File: config.mk
export PLATFORM = sky130hd
export DESIGN_NAME = reg_op_sequencer
export DESIGN_NICKNAME = d
export VERILOG_FILES = /design/src/rtl/reg_op_sequencer.sv
export SDC_FILE = /design/constraint.sdc
export NUM_CORES = 1
export LEC_CHECK = 0
export ABC_AREA = 0
export ABC_CLOCK_PERIOD_IN_PS = 2500
export CORE_MARGIN = 8
export CORE_UTILIZATION = 44
export CTS_BUF_LIST = sky130_fd_sc_hd__clkbuf_8
export DETAILED_ROUTE_END_ITERATION = 16
export GPL_TIMING_DRIVEN = 0
export PLACE_DENSITY_LB_ADDON = 0.12
export SYNTH_ARGS = -nofsm -noshare
export SYNTH_HDL_FRONTEND = slang
export SYNTH_SLANG_ARGS = --single-unit
File: constraint.sdc
create_clock -name clk -period 2.5 [get_ports clk]
set_input_delay 0.5 -clock clk [delete_from_list [all_inputs] [get_ports clk]]
set_output_delay 0.5 -clock clk [all_outputs]
set_load 0.05 [all_outputs]
File: src/rtl/reg_op_sequencer.sv
// ---------------------------------------------------------------------------
// reg_op_sequencer
//
// Runs one register-to-register command through four states:
// IDLE -> READ -> EXEC -> WRITE -> IDLE. Each non-IDLE state lasts one cycle.
// The command fields are captured on the accept edge. Source operands come
// from an external register file. The result is written back through a
// one-cycle replace strobe.
//
// Ports
//   clk, rst                  clock and synchronous active-high reset
//   cmdValid / cmdReady       command handshake (ready only in IDLE, not in rst)
//   cmdOp[2:0]                opcode: ADD SUB AND OR XOR MOV LOADI NOP
//   cmdDst/cmdSrcA/cmdSrcB    register indices (4 bits each)
//   cmdImm[7:0]               immediate operand for LOADI
//   A_sel/B_sel, A/B          register file read selects and read data
//   replaceSel/Data/En        register file write port
//   done                      one-cycle completion pulse, coincident with WRITE
//   busy                      high in any state other than IDLE
//
// Optional feature: define REG_OP_SEQUENCER_FLAGS_EN to add zeroFlag and
// carryFlag. Both flags update when ops ADD..XOR complete.
// ---------------------------------------------------------------------------
module reg_op_sequencer (
   input  logic       clk,
   input  logic       rst,
   input  logic       cmdValid,
   output logic       cmdReady,
   input  logic [2:0] cmdOp,
   input  logic [3:0] cmdDst,
   input  logic [3:0] cmdSrcA,
   input  logic [3:0] cmdSrcB,
   input  logic [7:0] cmdImm,
   output logic [3:0] A_sel,
   output logic [3:0] B_sel,
   input  logic [7:0] A,
   input  logic [7:0] B,
   output logic [3:0] replaceSel,
   output logic [7:0] replaceData,
   output logic       replaceEn,
   output logic       done,
   output logic       busy
`ifdef REG_OP_SEQUENCER_FLAGS_EN
   ,
   output logic       zeroFlag,
   output logic       carryFlag
`endif
);

   typedef enum logic [1:0] {IDLE, READ, EXEC, WRITE} state_t;

   localparam logic [2:0] OP_ADD = 3'd0, OP_SUB = 3'd1, OP_AND = 3'd2, OP_OR = 3'd3,
                          OP_XOR = 3'd4, OP_MOV = 3'd5, OP_LOADI = 3'd6, OP_NOP = 3'd7;

   state_t     state_q, state_d;
   logic [2:0] op_q, op_d;
   logic [3:0] dst_q, dst_d;
   logic [7:0] imm_q, imm_d;
   logic [3:0] a_sel_q, a_sel_d;
   logic [3:0] b_sel_q, b_sel_d;
   logic [7:0] a_q, a_d;
   logic [7:0] b_q, b_d;
   logic [3:0] rsel_q, rsel_d;
   logic [7:0] rdata_q, rdata_d;
   logic       ren_q, ren_d;
   logic       done_q, done_d;
`ifdef REG_OP_SEQUENCER_FLAGS_EN
   logic       carry_q, carry_d;
   logic       zf_q, zf_d;
   logic       cf_q, cf_d;
`endif

   // 8-bit wrapping ALU. NOP yields zero, but no write is issued for it.
   function automatic logic [7:0] alu_result(input logic [2:0] op, input logic [7:0] a,
                                             input logic [7:0] b, input logic [7:0] imm);
      case (op)
         OP_ADD:   return a + b;
         OP_SUB:   return a - b;
         OP_AND:   return a & b;
         OP_OR:    return a | b;
         OP_XOR:   return a ^ b;
         OP_MOV:   return a;
         OP_LOADI: return imm;
         default:  return 8'h00;
      endcase
   endfunction

`ifdef REG_OP_SEQUENCER_FLAGS_EN
   // ADD carry: the wrapped sum is smaller than an addend. SUB borrow: a < b.
   function automatic logic alu_carry(input logic [2:0] op, input logic [7:0] a,
                                      input logic [7:0] b);
      logic [7:0] s;
      s = a + b;
      case (op)
         OP_ADD:  return (s < a);
         OP_SUB:  return (a < b);
         default: return 1'b0;
      endcase
   endfunction
`endif

   always_comb begin
      state_d = state_q;
      op_d    = op_q;
      dst_d   = dst_q;
      imm_d   = imm_q;
      a_sel_d = a_sel_q;
      b_sel_d = b_sel_q;
      a_d     = a_q;
      b_d     = b_q;
      rsel_d  = rsel_q;
      rdata_d = rdata_q;
      ren_d   = 1'b0;
      done_d  = 1'b0;
`ifdef REG_OP_SEQUENCER_FLAGS_EN
      carry_d = carry_q;
      zf_d    = zf_q;
      cf_d    = cf_q;
`endif
      case (state_q)
         // Accept edge: capture the command and drive the read selects.
         IDLE: begin
            if (cmdValid) begin
               state_d = READ;
               op_d    = cmdOp;
               dst_d   = cmdDst;
               imm_d   = cmdImm;
               a_sel_d = cmdSrcA;
               b_sel_d = cmdSrcB;
            end
         end
         // Register file data is valid for the selects; sample it.
         READ: begin
            a_d     = A;
            b_d     = B;
            state_d = EXEC;
         end
         // Compute and present the write. NOP keeps the old sel/data.
         EXEC: begin
            state_d = WRITE;
            done_d  = 1'b1;
`ifdef REG_OP_SEQUENCER_FLAGS_EN
            carry_d = alu_carry(op_q, a_q, b_q);
`endif
            if (op_q != OP_NOP) begin
               ren_d   = 1'b1;
               rsel_d  = dst_q;
               rdata_d = alu_result(op_q, a_q, b_q, imm_q);
            end
         end
         // Write lands at the edge that ends this cycle; flags commit here too.
         WRITE: begin
            state_d = IDLE;
`ifdef REG_OP_SEQUENCER_FLAGS_EN
            if (op_q <= OP_XOR) begin
               zf_d = (rdata_q == 8'h00);
               cf_d = carry_q;
            end
`endif
         end
         default: state_d = IDLE;
      endcase
   end

   always_ff @(posedge clk) begin
      if (rst) begin
         state_q <= IDLE;
         op_q    <= OP_NOP;
         dst_q   <= 4'd0;
         imm_q   <= 8'h00;
         a_sel_q <= 4'd0;
         b_sel_q <= 4'd0;
         a_q     <= 8'h00;
         b_q     <= 8'h00;
         rsel_q  <= 4'd0;
         rdata_q <= 8'h00;
         ren_q   <= 1'b0;
         done_q  <= 1'b0;
`ifdef REG_OP_SEQUENCER_FLAGS_EN
         carry_q <= 1'b0;
         zf_q    <= 1'b0;
         cf_q    <= 1'b0;
`endif
      end else begin
         state_q <= state_d;
         op_q    <= op_d;
         dst_q   <= dst_d;
         imm_q   <= imm_d;
         a_sel_q <= a_sel_d;
         b_sel_q <= b_sel_d;
         a_q     <= a_d;
         b_q     <= b_d;
         rsel_q  <= rsel_d;
         rdata_q <= rdata_d;
         ren_q   <= ren_d;
         done_q  <= done_d;
`ifdef REG_OP_SEQUENCER_FLAGS_EN
         carry_q <= carry_d;
         zf_q    <= zf_d;
         cf_q    <= cf_d;
`endif
      end
   end

   // rst gates the strobe combinationally, so an aborted WRITE never lands.
   assign cmdReady    = (state_q == IDLE) && !rst;
   assign busy        = (state_q != IDLE);
   assign replaceEn   = ren_q && !rst;
   assign done        = done_q;
   assign A_sel       = a_sel_q;
   assign B_sel       = b_sel_q;
   assign replaceSel  = rsel_q;
   assign replaceData = rdata_q;
`ifdef REG_OP_SEQUENCER_FLAGS_EN
   assign zeroFlag    = zf_q;
   assign carryFlag   = cf_q;
`endif

endmodule
# After elaboration in Yosys (flattened, before gate mapping)
# Cells that the tools add are included.
# totals
regBits	55
inputBits	42
output_inout_bits	24
wordCells	43
# classes
add_sub_neg	2
eq_ne	11
mux	5
bitwise_logic	4
n_reduce_logical	9
# ops
cell	n
8-bit one-hot mux with 7 select lines	1
3-bit equality test, second input constant	3
8-bit adder	1
8-bit bitwise AND	1
8-bit OR	1
2-bit one-hot mux with 4 select lines	1
8-bit subtractor	1
8-bit bitwise XOR	1
3-bit by 2-bit equality test with 1-bit output, second input constant	2
2-bit equality test, second input constant	2
2-bit AND reduction	2
3-bit by 1-bit equality test with 1-bit output, second input constant	1
3-bit zero test	1
3-bit inequality test, second input constant	1
2-bit by 1-bit equality test with 1-bit output, second input constant	1
1-bit logical AND	2
2-bit zero test	1
1-bit two-way mux	2
2-bit two-way mux	1
2-bit inequality test, second input constant	1
2-bit nonzero test	1
2-bit OR reduction	1
1-bit zero test	1
1-bit NOT	1

# Depth between registers and ports, before layout
# Gate-level depths: netlist of the first run.
# depth
depth_word	3
mapped_depth	11
depth_no_buf	11

# Worst setup path before layout of the first run
# No wires, ideal clock.
# synth_path
path_type	reg2reg
start	reg op_q[1]
end	reg rdata_q[7], in the netlist replaceData[7]
setup_time_ns	0.132
arrival_time_ns	2.084
required_ns	2.368
setup_slack_ns	0.284
stages_incl_launch_ff	10
path_buffers	1
path_cell_list	dfxtp_1 buf_6 nor3b_4 mux2i_1 ha_1 nor2b_1 o31ai_1 a32oi_1 xnor2_1 o32ai_1
# synth_via
elab_chain_len	2
word_cells_on_any_way	10
cone_classes	7 x eq/ne; 1 x mux; 2 x reduce/logical
# synth_rtl
element	line	source
from (decl)	56	logic [2:0] op_q, op_d;
from (signal assigned)	186	op_q <= op_d;
3-bit equality test (tied with other cells)	76	case (op)
8-bit one-hot mux with 7 select lines or 2-bit AND reduction (tied branches)	n/a	
to (signal assigned)	194	rdata_q <= rdata_d;
to (decl)	64	logic [7:0] rdata_q, rdata_d;
# Several ways; a longest one is shown, not always the timed one.
# A chain may end at the register's enable or synchronous reset.

# Worst setup path in the final report of the first run
# layout_path
start	in rst
end	out cmdReady
# layout_via
elab_chain_len	2
# layout_rtl
element	line	source
from (decl)	26	input logic rst,
1-bit zero test	206	assign cmdReady = (state_q == IDLE) && !rst;
1-bit logical AND	206	
to (decl)	28	output logic cmdReady,
# No other way between the ends.

==> results of run 1 <==
## how the worst max path moves through the flow
stage | startpoint | slack, ps | cells after the start | endpoint
floorplan | op_q[1] | 280 | 9 | replaceData[7]
global placement | rst | -700 | 5 | cmdReady
detailed placement | rst | -670 | 5 | cmdReady
CTS | b_q[1] | 10 | 9 | replaceData[6]
global route | op_q[1] | 8 | 9 | replaceData[7]
finish | rst | 80 | 5 | cmdReady
## cell type report
class                      instances  area share
inverter                          24      0.0222
clock inverter                     2     0.00432
sequential                        55       0.272
tap                               99      0.0305
clock buffer                       6      0.0204
timing repair buffer              67       0.165
multi-input combinational        271       0.453
buffer                            23      0.0327
## per-stage QoR
step                      cells  total power (uW)  TNS, ps  setup slack (ps)  utilization
after floorplan             373              2920        0               284            -
after global placement      537              3490    -1130              -697        0.552
after detailed placement    537              3550    -1150              -671        0.552
after CTS                   547              4120        0              13.7        0.570
after global routing        547              4420        0              8.28        0.572
final                       547              4100        0              80.2        0.572
## synth_stat cells (4+ instances only)
master     n
nor2_1    39
o211ai_1   4
dfxtp_1   55
a21oi_1   29
nor2b_1    8
nand2_1   55
nand3b_1   5
nand2b_1   6
a211oi_1   5
o21ai_0    9
clkbuf_1  11
nor3_1     5
xnor2_1    7
inv_1     24
buf_2      6
o21ai_1    5
mux2i_1   22
ha_1      28
## routing by layer
layer  share of wire  wire length (um)  up-vias  track usage
met1            0.47              3790     1261        0.211
li1                -                 -     1412            -
met2            0.48              3860       61        0.285
met5               0                 0        -            0
met3           0.043               346        7       0.0276
met4          0.0089                72        0       0.0430
## flip-flops by register name, indices dropped and copies added, names as in the netlist, 2 cells and up
| name | flops |
|---|---|
| A_sel | 4 |
| B_sel | 4 |
| a_q | 8 |
| b_q | 8 |
| dst_q | 4 |
| imm_q | 8 |
| op_q | 3 |
| replaceData | 8 |
| replaceSel | 4 |
| state_q | 2 |
## placed cells by master, fill, tap and decap left out, types with 4 or more instances in the layout
cell / netlist / routed
a211oi_1: 5 / 4
clkdlybuf4s50_1: 0 / 62
o21ai_1: 5 / 6
dfxtp_1: 55 / 53
buf_2: 6 / 6
a21oi_1: 29 / 29
o211ai_1: 4 / 4
nand3b_1: 5 / 5
nor3_1: 5 / 5
nor2b_1: 8 / 8
inv_1: 24 / 24
nand2b_1: 6 / 6
mux2i_1: 22 / 21
clkbuf_1: 11 / 9
buf_4: 3 / 5
ha_1: 28 / 28
nand2_1: 55 / 55
nor2_1: 39 / 39
xnor2_1: 7 / 7
clkbuf_8: 0 / 6
o21ai_0: 9 / 8
## logic make-up (layout without fill, tap and decap cells)
family                   after synthesis  in the layout  synth area share
flip-flops                            55             55             0.350
multiplexers                          26             26            0.0844
AO/OA/AOI/OAI                         82             82             0.174
AND/OR/NAND/NOR                      124            124             0.177
buffers and inverters                 47            122            0.0692
XOR/XNOR                              10             10            0.0279
adder cells (fa/ha/maj)               29             29             0.118
## tightest hold or removal path, stage by stage, from the launching register on
cell     delay [ps]
dfxtp_1         320
nand2_1          50
a21oi_1          50
## power groups by stage
stage	combinational, uW	clock (uW)	sequential, uW
detailed placement	2320	0	1230
global route	2590	602	1240
floorplan	1550	0	1370
CTS	2350	564	1210
finish	2360	540	1210
global placement	2270	0	1220
## what timing repair did
| action | in CTS | in global routing |
|---|---|---|
| pin swaps | 1 | 0 |
| endpoints found under the hold margin | 0 | 0 |
| cloned | 0 | 0 |
| endpoints found under the setup margin | 5 | 5 |
| setup buffers | 2 | 0 |
| gates resized for setup | 8 | 7 |
==> flow_metrics.env, run 1 <==
export IMPL_status="finished clean"
export IMPL_avgSynthCellArea_um2=8.43
export IMPL_yosysSeqAreaShare=0.350
export IMPL_synth_top_area_frac=0.350
export IMPL_internal_power_uw=2290
export IMPL_critPathSlowestCell="clkdlybuf4s50_1"
export IMPL_cp_end_kind="primary output"
export IMPL_hold_end="dst_q[3]"
export IMPL_hp_start="dst_q[3]"
export IMPL_nFillCells=672
export IMPL_seqCellArea_um2=1100
export IMPL_rsz0062_at_grt="no"
export IMPL_critPathBufInv=4
export IMPL_holdWs_ps=462
export IMPL_drive_gt1_frac=0.0781
export IMPL_hold_class="register to register"
export IMPL_r2r_start="op_q[1]"
export IMPL_cp_cell_sequence="clkdlybuf4s50_1, clkbuf_2, clkbuf_4, nor2_1, clkdlybuf4s15_2"
export IMPL_syn2layout_area_growth_pct=29.0
export IMPL_htreeDepth=2
export IMPL_track_usage=0.167
export IMPL_port_buffers=65
export IMPL_synth_nets=444
export IMPL_fin_crit_sh=0.968
export IMPL_period_minus_slack_ps=2420
export IMPL_critPathRequiredTime_ps=2000
export IMPL_remaining_drc_errors=0
export IMPL_worst_pin_slew_ps=606
export IMPL_synthesis_area_um2=3140
export IMPL_min_path_cells=2
export IMPL_r2r_cells=9
export IMPL_ios=66
export IMPL_critPathMaxStageDelay_ps=530
export IMPL_r2r_end="replaceData[7]"
export IMPL_die_h_um=101
export IMPL_avgRoutedWirePerCell_um=14.8
export IMPL_multi_input_comb_area_um2=1840
export IMPL_core_area_um2=7100
export IMPL_clkLatencyLatePin_ps=310
export IMPL_fin_area_um2=4060
export IMPL_path_delay_family="buffers and inverters"
export IMPL_crit_arrival_ps=1920
export IMPL_crit_fanout=10
export IMPL_yosysTopAreaCell="dfxtp_1"
export IMPL_ir_drop_mv=0.415
export IMPL_swShare=0.443
export IMPL_grt_start_max_net_pins=19
export IMPL_num_vias=2741
export IMPL_finClkSkew_ps=8.65
export IMPL_powerDensity_nw_per_um2=1010
export IMPL_grt_pass1_wl_um=13600
export IMPL_fp_dieW_um=101
export IMPL_max_freq_mhz=413
export IMPL_cts_tree="done"
export IMPL_hold_buffers=0
export IMPL_synth_seq_cells=55
export IMPL_n_antenna_cell=0
export IMPL_async_flop_share=0
export IMPL_synthCells=373
export IMPL_cts_root_buf="clkbuf_8"
export IMPL_fin_nets=518
export IMPL_gr_total_overflow=0
export IMPL_finalHoldViolCount=0
export IMPL_synth_edf_count=0
export IMPL_dieArea_um2=10100
export IMPL_rows=31
export IMPL_setup_viol_count_final=0
export IMPL_worstSetupPathType="input pin to primary output"
export IMPL_cp_start_kind="input pin"
export IMPL_gp_congestion=0.902
export IMPL_p_comb_frac=0.574
export IMPL_wl_um=8070
export IMPL_antenna_found_initial=0
export IMPL_initial_core_util=0.443
export IMPL_ys_types=49
export IMPL_drt_pass1_iter_count=4
export IMPL_drv_slew=0
export IMPL_ant_nets=0
export IMPL_switching_power_uw=1820
export IMPL_synth_ff_type="dfxtp_1"
export IMPL_drtIter0Drc=159
export IMPL_cts_max_path_buffers=2
export IMPL_clk_pin_slew_ps=110
export IMPL_rrSetupSlack_ps=120
export IMPL_leakage_uw=0.00160
export IMPL_dp_hpwl_um=6400
export IMPL_ys_warn_count=0
export IMPL_cts_buffers=5
export IMPL_clkSinkCount=55
export IMPL_maxSlewHeadroom=0.596
export IMPL_grt_pass1_vias=2860
export IMPL_avgViaCountPerCell=5.01
export IMPL_pwr_share_seq=0.295
export IMPL_max_cap_violations=0
export IMPL_p_clk_frac=0.132
export IMPL_synthTopCellsByArea="dfxtp_1 35%, ha_1 11%, mux2i_1 7.0%"
export IMPL_place_area_um2=3920
Note: power is estimated with default switching activity, not from simulation.
==> run 2, diff against run 1 <==
--- a/config.mk
+++ b/config.mk
@@ -6,12 +6,9 @@
 export NUM_CORES = 1
 export LEC_CHECK = 0
 export ABC_AREA = 0
-export ABC_CLOCK_PERIOD_IN_PS = 2500
-export CORE_MARGIN = 8
 export CORE_UTILIZATION = 44
 export CTS_BUF_LIST = sky130_fd_sc_hd__clkbuf_8
 export DETAILED_ROUTE_END_ITERATION = 16
-export GPL_TIMING_DRIVEN = 0
 export PLACE_DENSITY_LB_ADDON = 0.12
 export SYNTH_ARGS = -nofsm -noshare
 export SYNTH_HDL_FRONTEND = slang
==> flow_metrics.env, run 2 (synthesis results as in run 1) <==
export IMPL_cp_end_kind="register"
export IMPL_clk_pin_slew_ps=100
export IMPL_clkLatencyLatePin_ps=320
export IMPL_routed_top_layer="met4"
export IMPL_maxSlewHeadroom=0.651
export IMPL_core_area_um2=6830
export IMPL_max_freq_mhz=430
export IMPL_finalHoldViolCount=0
export IMPL_fin_nets=502
export IMPL_crit_arrival_ps=2520
export IMPL_hold_class="register to register"
export IMPL_grt_start_max_net_pins=37
export IMPL_met2_length_um=3440
export IMPL_worst_pin_slew_ps=522
export IMPL_layout_commonest_cell="clkdlybuf4s50_1"
export IMPL_drtIter0Drc=117
export IMPL_max_cap_violations=0
export IMPL_remaining_drc_errors=0
export IMPL_port_buffers=65
export IMPL_final_cell_mix="61 x clkdlybuf4s50_1, 55 x dfxtp_1, 55 x nand2_1"
export IMPL_setup_viol_count_final=0
export IMPL_worstSetupPathType="register to register"
export IMPL_leakage_uw=0.00155
export IMPL_gr_total_overflow=0
export IMPL_track_usage=0.197
export IMPL_drive_gt1_frac=0.0625
export IMPL_num_vias=2673
export IMPL_holdWs_ps=459
export IMPL_cts_buffers=5
export IMPL_critPathRequiredTime_ps=2690
export IMPL_powerDensity_nw_per_um2=1000
export IMPL_cp_start_kind="register"
export IMPL_setup_tns_ps=0
export IMPL_avgRoutedWirePerCell_um=13.4
export IMPL_die_h_um=86.5
export IMPL_dieArea_um2=7490
export IMPL_htreeDepth=2
export IMPL_crit_fanout=5
export IMPL_wl_um=7080
export IMPL_grt_pass1_vias=2518
export IMPL_wl_met1_um=3240
export IMPL_status="finished clean"
export IMPL_rows=30
export IMPL_nFillCells=661
export IMPL_ant_nets=0
export IMPL_n_antenna_cell=0
export IMPL_initial_core_util=0.460
export IMPL_dp_hpwl_um=5240
export IMPL_cts_tree="done"
export IMPL_gp_congestion=0.889
export IMPL_antenna_found_initial=0
export IMPL_avgViaCountPerCell=5.06
export IMPL_clkSinkCount=55
export IMPL_cts_root_buf="clkbuf_8"
export IMPL_fin_crit_sh=0.930
export IMPL_ir_drop_mv=0.504
export IMPL_cts_max_path_buffers=2
export IMPL_drv_slew=0
export IMPL_fp_dieW_um=86.5
export IMPL_ios=66
export IMPL_finClkSkew_ps=9.35
export IMPL_grt_pass1_wl_um=11700
export IMPL_rrSetupSlack_ps=170
export IMPL_syn2layout_area_growth_pct=25.6
export IMPL_wl_met3_um=341
export IMPL_period_minus_slack_ps=2330
export IMPL_drt_pass1_iter_count=4
==> run 2: cell types whose count changed in the layout (fill, tap and decap cells not counted), moves of 2 or more <==
cell / previous run / this run
buf_2: 6 / 1
buf_4: 5 / 11
buf_6: 3 / 0
clkbuf_1: 9 / 0
dfxtp_1: 53 / 55
dfxtp_2: 2 / 0
==> run 2: where the power goes <==
part | leakage [uW] | switching (uW) | total, uW | internal, uW
combinational | 0.00105 | 1280 | 2250 | 969
clock | 0.0000460 | 304 | 502 | 198
sequential | 0.000450 | 150 | 1200 | 1050
total | 0.00155 | 1740 | 3960 | 2220
==> run 2: per-stage QoR <==
| stage | worst slack (ps) | instances | utilization | power, uW | instance area (um^2) |
|---|---|---|---|---|---|
| after floorplan | 284 | 373 | - | 2920 | 3140 |
| after global placement | 183 | 520 | 0.563 | 3410 | 3840 |
| after detailed placement | 45.3 | 520 | 0.563 | 3450 | 3840 |
| after CTS | 29.0 | 528 | 0.576 | 3970 | 3930 |
| after global routing | -15.0 | 528 | 0.578 | 4290 | 3950 |
| final | 174 | 528 | 0.578 | 3960 | 3950 |
==> run 2: worst paths after layout <==
path	from	endpoint	depth (start not counted)
worst max register to register	b_q[0]	replaceData[7]	11
worst min-delay path	dst_q[1]	dst_q[1]	2
worst min register to register	dst_q[1]	dst_q[1]	2
worst max-delay path	b_q[0]	replaceData[7]	11
==> run 2: layout make-up <==
| cell class | count | area (um^2) | area share |
|---|---|---|---|
| multi-input combinational | 271 | 1840 | 0.466 |
| clock buffer | 5 | 68.8 | 0.0174 |
| timing repair buffer | 74 | 711 | 0.180 |
| inverter | 24 | 90.1 | 0.0228 |
| clock inverter | 3 | 20.0 | 0.00507 |
| tap | 96 | 120 | 0.0304 |
| sequential | 55 | 1100 | 0.279 |
==> run 2: critical path, cell delays in order, from the launching register on <==
cell,delay [ps]
dfxtp_1,430
inv_1,110
ha_1,220
and3_1,200
nor2_1,110
xnor2_1,80
ha_1,330
o211a_1,180
o31ai_2,90
a32oi_1,230
xnor2_1,150
o32ai_1,80
==> run 2: what timing repair did <==
item,4_1_cts,5_1_grt
hold buffers,0,0
endpoints found under the hold margin,0,0
setup buffers,0,0
resized for setup,0,4
endpoints found under the setup margin,0,4
==> run 2: layer usage <==
metal  track usage  vias up
met3        0.0352        6
met2         0.339       57
met5             0        -
met4        0.0409        0
li1              -     1379
met1         0.257     1231
==> run 3, diff against run 2 <==
--- a/config.mk
+++ b/config.mk
@@ -10,6 +10,7 @@
 export CTS_BUF_LIST = sky130_fd_sc_hd__clkbuf_8
 export DETAILED_ROUTE_END_ITERATION = 16
 export PLACE_DENSITY_LB_ADDON = 0.12
+export SKIP_LAST_GASP = 1
 export SYNTH_ARGS = -nofsm -noshare
 export SYNTH_HDL_FRONTEND = slang
 export SYNTH_SLANG_ARGS = --single-unit
==> flow_metrics.env, run 3 (synthesis results as in run 1) <==
export IMPL_status="finished clean"
export IMPL_use_met3=0.0352
export IMPL_gp_congestion=0.889
export IMPL_hold_end="dst_q[1]"
export IMPL_fin_area_um2=3950
export IMPL_cts_root_buf="clkbuf_8"
export IMPL_rrSetupSlack_ps=150
export IMPL_fp_dieW_um=86.5
export IMPL_final_cell_mix="61 x clkdlybuf4s50_1, 55 x dfxtp_1, 55 x nand2_1"
export IMPL_ir_drop_mv=0.508
export IMPL_drv_slew=0
export IMPL_die_h_um=86.5
export IMPL_remaining_drc_errors=0
export IMPL_core_area_um2=6830
export IMPL_rsz0062_at_grt="yes"
export IMPL_finalHoldViolCount=0
export IMPL_crit_arrival_ps=2540
export IMPL_syn2layout_area_growth_pct=25.5
export IMPL_leakage_uw=0.00155
export IMPL_cp_start_kind="register"
export IMPL_cts_tree="done"
export IMPL_period_minus_slack_ps=2350
export IMPL_worstSetupPathType="register to register"
export IMPL_setup_viol_count_final=0
export IMPL_rows=30
export IMPL_met2_usage=0.339
export IMPL_clkLatencyLatePin_ps=320
export IMPL_avgViaCountPerCell=5.06
export IMPL_grt_pass1_vias=2518
export IMPL_holdWs_ps=460
export IMPL_hold_class="register to register"
export IMPL_initial_core_util=0.460
export IMPL_dieArea_um2=7490
export IMPL_drt_pass1_iter_count=4
export IMPL_fin_cells=528
export IMPL_cp_end_kind="register"
export IMPL_r2r_end="replaceData[7]"
export IMPL_maxSlewHeadroom=0.651
export IMPL_pre_cts_ws_ps=45.3
export IMPL_finClkSkew_ps=8.70
export IMPL_max_freq_mhz=426
export IMPL_crit_path_start="b_q[0]"
export IMPL_r2r_start="b_q[0]"
export IMPL_postCtsSetupBuffers=0
export IMPL_antenna_found_initial=0
export IMPL_dp_cells=520
export IMPL_setup_ws_ps=154
export IMPL_clk_pin_slew_ps=100
export IMPL_busiest_layer="met2"
export IMPL_fin_crit_sh=0.938
export IMPL_htreeDepth=2
export IMPL_n_antenna_cell=0
export IMPL_ant_nets=0
export IMPL_drtIter0Drc=128
export IMPL_clkSinkCount=55
export IMPL_r2r_cells=9
export IMPL_grt_start_max_net_pins=37
export IMPL_drive_gt1_frac=0.0602
export IMPL_hp_start="dst_q[1]"
export IMPL_port_buffers=65
export IMPL_use_met1=0.257
export IMPL_min_path_cells=2
export IMPL_ios=66
export IMPL_track_usage=0.197
export IMPL_final_util=0.578
export IMPL_crit_fanout=5
export IMPL_max_cap_violations=0
export IMPL_critPathRequiredTime_ps=2690
export IMPL_fin_nets=502
export IMPL_cts_buffers=5
export IMPL_wl_um=7140
export IMPL_hold_buffers=0
export IMPL_layout_commonest_cell="clkdlybuf4s50_1"
export IMPL_num_vias=2670
export IMPL_dp_hpwl_um=5240
export IMPL_avgRoutedWirePerCell_um=13.5
export IMPL_grt_pass1_wl_um=11700
export IMPL_cts_max_path_buffers=2
export IMPL_worst_pin_slew_ps=522
export IMPL_powerDensity_nw_per_um2=1000
export IMPL_gr_total_overflow=0
export IMPL_place_area_um2=3840
run 3: cell counts in the layout (fill, tap and decap cells not counted):
No cell type changed its count.
run 3: worst max-delay path by stage:
stage                     end  slack, ps  cells after the start
2_1_floorplan  replaceData[7]        280                      9
3_3_place_gp   replaceData[7]        180                      9
3_5_place_dp   replaceData[7]         50                      9
4_1_cts        replaceData[7]         30                      9
5_1_grt        replaceData[7]        -30                      9
6_report       replaceData[7]        150                      9
run 3: power breakdown:
part	switching (uW)	internal, uW	leakage, uW
registers	151	1050	0.000450
logic	1290	965	0.00105
clock network	308	198	0.0000460
total	1750	2210	0.00155
run 3: repair_timing:
action | in CTS | in global routing
endpoints found under the setup margin | 0 | 4
hold endpoints to repair | 0 | 0
gates resized for setup | 0 | 3
run 3: final cells by class:
type	count	area, um^2
clock buffer	5	68.8
inverter	24	90.1
timing repair buffer	74	711
multi-input combinational	271	1840
sequential	55	1100
tap	96	120
fill	661	2890
clock inverter	3	20.0
run 3: per-stage QoR:
step                      TNS (ps)  total power (uW)
final                            0              3960
after global routing         -26.4              4280
after CTS                        0              3970
after detailed placement         0              3450
after global placement           0              3410
after floorplan                  0              2920
run 3: layer usage:
layer | wire, um | vias up
met1 | 3430 | 1240
met2 | 3410 | 45
met5 | 0 | -
met4 | 59 | 0
li1 | - | 1379
met3 | 240 | 6
run 3: worst max-delay path: stages (launching register included):
cell     delay [ps]
dfxtp_1         430
inv_1           110
ha_1            300
mux2i_1         250
ha_1            280
nor2b_1         150
o31ai_2         280
a32oi_1         170
xnor2_1         170
o32ai_1          80
